**src/rtl/lsu_byte_sequencer.sv**
```systemverilog
// Byte-lane load/store sequencer in front of a 32K x 8 dual-port RAM.
// Optional build macro LSU_ALIGN_CHECK_EN rejects misaligned half/word accesses with rsp_err.
module lsu_byte_sequencer #(
  parameter int ADDR_W = 15,
  parameter int DATA_W = 32
) (
  input  logic              clk,
  input  logic              rst_n,
  input  logic              req_valid,
  output logic              req_ready,
  input  logic [31:0]       req_addr,
  input  logic              req_we,
  input  logic [1:0]        req_size,
  input  logic              req_unsigned,
  input  logic [DATA_W-1:0] req_wdata,
  output logic              rsp_valid,
  output logic [DATA_W-1:0] rsp_rdata,
  output logic              rsp_err,
  output logic [ADDR_W-1:0] ram_addr_a,
  output logic [ADDR_W-1:0] ram_addr_b,
  output logic [7:0]        ram_wdata_a,
  output logic [7:0]        ram_wdata_b,
  output logic              ram_we_a,
  output logic              ram_we_b,
  input  logic [7:0]        ram_rdata_a,
  input  logic [7:0]        ram_rdata_b
);

  typedef enum logic [2:0] {IDLE, ACC0, ACC1, CAP0, CAP1} state_t;

  state_t              state, state_nxt;
  logic                accept, illegal;
  logic [ADDR_W-1:0]   addr_p0;
  logic                we_p0;
  logic [1:0]          size_p0;
  logic                zext_p0;
  logic [DATA_W-1:0]   wdata_p0;
  logic [15:0]         lo_p1;
  logic                rsp_valid_nxt, rsp_err_nxt;
  logic [DATA_W-1:0]   rsp_rdata_nxt;
  logic                unused_addr_hi;

  function automatic logic [DATA_W-1:0] extend(input logic [DATA_W-1:0] raw,
                                               input logic [1:0] size,
                                               input logic zext);
    logic [DATA_W-1:0] res;
    case (size)
      2'b00:   res = zext ? {{(DATA_W-8){1'b0}}, raw[7:0]}
                          : {{(DATA_W-8){raw[7]}}, raw[7:0]};
      2'b01:   res = zext ? {{(DATA_W-16){1'b0}}, raw[15:0]}
                          : {{(DATA_W-16){raw[15]}}, raw[15:0]};
      default: res = raw;
    endcase
    return res;
  endfunction

  assign unused_addr_hi = ^req_addr[31:ADDR_W];
  assign req_ready      = (state == IDLE);
  assign accept         = req_valid && req_ready;

`ifdef LSU_ALIGN_CHECK_EN
  assign illegal = (req_size == 2'b11) ||
                   (req_size == 2'b01 && req_addr[0]) ||
                   (req_size == 2'b10 && req_addr[1:0] != 2'b00);
`else
  assign illegal = (req_size == 2'b11);
`endif

  // p0: request capture; p1: low lanes of a word load held until the high lanes return
  always_ff @(posedge clk) begin
    if (accept) begin
      addr_p0  <= req_addr[ADDR_W-1:0];
      we_p0    <= req_we;
      size_p0  <= req_size;
      zext_p0  <= req_unsigned;
      wdata_p0 <= req_wdata;
    end
    if (state == ACC1) lo_p1 <= {ram_rdata_b, ram_rdata_a};
  end

  always_ff @(posedge clk or negedge rst_n) begin
    if (!rst_n) begin
      state     <= IDLE;
      rsp_valid <= 1'b0;
      rsp_err   <= 1'b0;
      rsp_rdata <= '0;
    end else begin
      state     <= state_nxt;
      rsp_valid <= rsp_valid_nxt;
      rsp_err   <= rsp_err_nxt;
      rsp_rdata <= rsp_rdata_nxt;
    end
  end

  always_comb begin
    state_nxt     = state;
    rsp_valid_nxt = 1'b0;
    rsp_err_nxt   = 1'b0;
    rsp_rdata_nxt = '0;
    case (state)
      IDLE: begin
        if (accept && illegal) begin
          rsp_valid_nxt = 1'b1;
          rsp_err_nxt   = 1'b1;
        end else if (accept) begin
          state_nxt = ACC0;
        end
      end
      ACC0: begin
        if (size_p0 == 2'b10) begin
          state_nxt = ACC1;
        end else if (we_p0) begin
          state_nxt     = IDLE;
          rsp_valid_nxt = 1'b1;
        end else begin
          state_nxt = CAP0;
        end
      end
      ACC1: begin
        if (we_p0) begin
          state_nxt     = IDLE;
          rsp_valid_nxt = 1'b1;
        end else begin
          state_nxt = CAP1;
        end
      end
      CAP0: begin
        state_nxt     = IDLE;
        rsp_valid_nxt = 1'b1;
        rsp_rdata_nxt = extend({16'h0000, ram_rdata_b, ram_rdata_a}, size_p0, zext_p0);
      end
      CAP1: begin
        state_nxt     = IDLE;
        rsp_valid_nxt = 1'b1;
        rsp_rdata_nxt = {ram_rdata_b, ram_rdata_a, lo_p1};
      end
      default: state_nxt = IDLE;
    endcase
  end

  // Port B carries the odd lane; it is idle for byte accesses
  always_comb begin
    ram_addr_a  = '0;
    ram_addr_b  = '0;
    ram_wdata_a = 8'h00;
    ram_wdata_b = 8'h00;
    ram_we_a    = 1'b0;
    ram_we_b    = 1'b0;
    if (state == ACC0) begin
      ram_addr_a  = addr_p0;
      ram_addr_b  = addr_p0 + ADDR_W'(1);
      ram_wdata_a = wdata_p0[7:0];
      ram_wdata_b = wdata_p0[15:8];
      ram_we_a    = we_p0;
      ram_we_b    = we_p0 && (size_p0 != 2'b00);
    end else if (state == ACC1) begin
      ram_addr_a  = addr_p0 + ADDR_W'(2);
      ram_addr_b  = addr_p0 + ADDR_W'(3);
      ram_wdata_a = wdata_p0[23:16];
      ram_wdata_b = wdata_p0[31:24];
      ram_we_a    = we_p0;
      ram_we_b    = we_p0;
    end
  end

endmodule
```
**config.mk**
```make
export PLATFORM = sky130hd
export DESIGN_NAME = lsu_byte_sequencer
export DESIGN_NICKNAME = d
export VERILOG_FILES = /design/src/rtl/lsu_byte_sequencer.sv
export SDC_FILE = /design/constraint.sdc
export NUM_CORES = 1
export LEC_CHECK = 0
export CORE_MARGIN = 2
export CORE_UTILIZATION = 46
export CTS_BUF_LIST = sky130_fd_sc_hd__clkbuf_4
export DETAILED_ROUTE_END_ITERATION = 7
export GPL_TIMING_DRIVEN = 0
export PLACE_DENSITY = 0.83
export SLEW_MARGIN = 20
export SYNTH_ARGS = -nofsm -noshare
export SYNTH_HDL_FRONTEND = slang
export SYNTH_SLANG_ARGS = --single-unit
export TNS_END_PERCENT = 50
```
**constraint.sdc**
```tcl
create_clock -name clk -period 2.5 [get_ports clk]
set_clock_uncertainty 0.1 [all_clocks]
set_input_delay 0.25 -clock clk [delete_from_list [all_inputs] [get_ports clk]]
set_output_delay 0.25 -clock clk [all_outputs]
set_load 0.005 [all_outputs]
```
==> flow_summary.ini <==
[run_status]
result_of_the_run = complete, but fails checks
violations = negative setup slack

[critical_path]
reg2reg_from = state[2]
setup.worst_path.start_class = flop
arrival_ns = 2.28
timing.setup.critical_path_class = flop to output port
worst_ep_required_time_ns = 2.15
worst_setup_startpoint = state[1]
critical_path.max_fanout = 8
worst_setup_path_end_kind = output port

[routing]
route.detailed.vias_per_inst = 5.64
detail-route-antenna-nets = 0
drt-initial-drc-count = 302
via_count = 4053
detail_route.drc_violations = 0
avgRoutedWirePerCell_um = 19.2
wl_um = 13800
dr.pass1.iters = 5

[clocking]
insertion_delay_ns = 0.46
cts-buffers-inserted = 9
tritoncts = yes
ctsHtreeMaxLevel = 3
clock_tree.buffer_depth = 2
path_clk_slew_ns = 0.16
cts_root_buffer = sky130_fd_sc_hd__clkbuf_4
cts_num_sinks = 104

[floorplanning]
core_footprint_mm2 = 0.00973
initial_utilization_pct = 47.2
die_h_um = 104
boundaryPins = 170
placementRows = 36
die-area_mm2 = 0.0108
chipWidth_um = 104

[global_routing]
vias_in_the_first_global_route = 3943
grt_pass1_wl_um = 21300
grt_max_degree = 41
antenna_found_initial = 0
global_route.usage.total_pct = 25.3
grt.overflow.total = 0

[placement]
detailedPlacementHpwl_um = 8980
placedInstanceArea_mm2 = 0.00631
placement.io_buffers = 152
place_congestion = 0.906

[finish]
commonest_cells_after_routing_fill_and_taps_aside = sky130_fd_sc_hd__clkdlybuf4s50_1, sky130_fd_sc_hd__edfxtp_1, sky130_fd_sc_hd__buf_4
nets = 672
fraction_of_final_layout_cells_with_drive_strength_greater_than_1_pct = 32.6
post-route-cell-area_mm2 = 0.00726
layout.filler_cells = 663
multi_input_gate_area_mm2 = 0.00184
num_antenna_cells = 0
final-seq-area_mm2 = 0.00294
area_growth_syn_to_layout_pct = 58.1
layout_commonest_cell = sky130_fd_sc_hd__clkdlybuf4s50_1

[yosys]
synth_edf_count = 67
number_of_flip_flops_and_latches_in_the_synthesized_netlist = 104
avgSynthCellArea_um2 = 12.6
synth.largest_area_cell = sky130_fd_sc_hd__edfxtp_1
post_synthesis_async_set_or_reset_flop_share_pct = 35.6
synth-warning-count = 0
syn_inst = 364
synth_top_flop_cell = sky130_fd_sc_hd__edfxtp_1
synth_largest_type_area_fraction_pct = 43.8
synth_sequential_area_ratio_pct = 64.0
syn-num-nets = 455
netlist_top_cells_area = sky130_fd_sc_hd__edfxtp_1, sky130_fd_sc_hd__dfrtp_1, sky130_fd_sc_hd__a22o_1
synth_cell_type_count = 52
synthesized_area_mm2 = 0.00459

[timing]
finalWorstPathRequiredPeriod_ns = 2.63
worst_slack_ns = -0.127
worstMarginPinSlew_ns = 0.678
timing.final.crit_share_pct = 105
setup-tns-final_ns = -1.08
finalSetupViolations = 19
fmaxAchievable_mhz = 381
maxSlewHeadroom_pct = 54.7
grt_setup_unrepaired = yes
final-max-slew-violation-count = 0
hold_viol = 0

[hold_path]
timing.hold.worst.class = primary input to async pin

[pwr]
pwr_density_cell_mw_per_mm2 = 967
p_leak_uw = 0.00320
ir_worst_vdd_mv = 0.522

[run]
timing.max_cap.violations = 0
-- metal layers --
metal  global-route usage (%)  wire length, um  up-vias
li1                         -                -     1858
met1                     32.4             5330     1919
met2                     41.3             6800      243
met3                     8.71             1330       33
met4                     7.05              332        0
met5                        0                0        -
-- metrics by stage --
step | instances | hold WS (ns) | util (%) | total power (uW) | setup WS [ns]
after detailed placement | 651 | -0.00943 | 64.9 | 5330 | -0.381
after floorplan | 364 | -0.146 | - | 3790 | 0.104
after CTS | 698 | 0.0337 | 71.8 | 6630 | -0.188
after global placement | 649 | 0.333 | 64.5 | 5270 | -0.358
final | 719 | 0.0593 | 74.6 | 7010 | -0.127
after global routing | 719 | 0.0486 | 74.6 | 7400 | -0.241
-- power by group --
group / switching [uW] / internal (uW)
clock network: 573 / 318
logic: 1800 / 1870
registers: 171 / 2280
total: 2550 / 4470
-- layout make-up --
class | instances | share of cell area [%]
clock inverters | 7 | 1.05
clock buffers | 9 | 0.931
repair buffers | 210 | 25.8
plain buffers | 25 | 3.41
well taps | 133 | 2.29
multi-input cells | 224 | 25.4
flip-flops and latches | 104 | 40.5
inverters | 7 | 0.535
-- cells by family after synthesis --
family	share of synthesized area (%)
compound gates	22.0
fa+ha+maj	1.09
buf+inv	3.68
flops	64.0
mux	0.436
simple gates	8.81
-- flip-flops by register name, indices dropped and copies added, names as in the netlist --
name	flops
we_p0	1
lo_p1	16
size_p0	2
wdata_p0	32
state	3
zext_p0	1
rsp_rdata	32
rsp_err	1
rsp_valid	1
addr_p0	15
-- final timing paths --
path	depth (start not counted)	slack, ns	end
max in group asynchronous	3	1.86	state[0]
hold / removal	2	0.06	rsp_rdata[25]
hold reg to reg	1	0.35	rsp_rdata[8]
setup / recovery	8	-0.13	ram_addr_b[7]
setup reg to reg	6	0.24	rsp_rdata[24]
min in group clk	1	0.22	wdata_p0[30]
-- worst max-delay path, stage by stage (launching register included) --
cell	delay, ns
sky130_fd_sc_hd__dfrtp_1	0.37
sky130_fd_sc_hd__buf_6	0.11
sky130_fd_sc_hd__or3b_1	0.35
sky130_fd_sc_hd__buf_6	0.17
sky130_fd_sc_hd__or3_4	0.34
sky130_fd_sc_hd__o21ai_4	0.09
sky130_fd_sc_hd__buf_6	0.12
sky130_fd_sc_hd__a22o_1	0.14
sky130_fd_sc_hd__buf_2	0.12
-- synth_stat cells (2+ instances only) --
| cell type | number |
|---|---|
| sky130_fd_sc_hd__a21o_1 | 25 |
| sky130_fd_sc_hd__a21oi_1 | 18 |
| sky130_fd_sc_hd__a22o_1 | 29 |
| sky130_fd_sc_hd__a31oi_1 | 10 |
| sky130_fd_sc_hd__and4_1 | 4 |
| sky130_fd_sc_hd__buf_2 | 8 |
| sky130_fd_sc_hd__buf_4 | 2 |
| sky130_fd_sc_hd__buf_6 | 2 |
| sky130_fd_sc_hd__clkbuf_1 | 17 |
| sky130_fd_sc_hd__dfrtp_1 | 37 |
| sky130_fd_sc_hd__edfxtp_1 | 67 |
| sky130_fd_sc_hd__ha_1 | 4 |
| sky130_fd_sc_hd__inv_1 | 6 |
| sky130_fd_sc_hd__mux2i_1 | 2 |
| sky130_fd_sc_hd__nand2_1 | 20 |
| sky130_fd_sc_hd__nand3_1 | 6 |
| sky130_fd_sc_hd__nand3b_1 | 2 |
| sky130_fd_sc_hd__nand4_1 | 6 |
| sky130_fd_sc_hd__nor2_1 | 14 |
| sky130_fd_sc_hd__nor3_1 | 6 |
| sky130_fd_sc_hd__nor4_1 | 2 |
| sky130_fd_sc_hd__o21a_1 | 5 |
| sky130_fd_sc_hd__o21ai_0 | 31 |
| sky130_fd_sc_hd__o221ai_1 | 2 |
| sky130_fd_sc_hd__o22ai_1 | 2 |
| sky130_fd_sc_hd__o311ai_0 | 2 |
| sky130_fd_sc_hd__o31ai_1 | 8 |
| sky130_fd_sc_hd__o41ai_1 | 3 |
-- what timing repair did --
| item | CTS | global route |
|---|---|---|
| endpoints found under the setup margin | 48 | 45 |
| pin swaps | 25 | 11 |
| cloned | 3 | 0 |
| hold endpoints to repair | 37 | 0 |
| setup buffers | 32 | 21 |
| gates resized for setup | 205 | 92 |
| hold buffers | 1 | 0 |
Power figures use the tool's default switching activity.
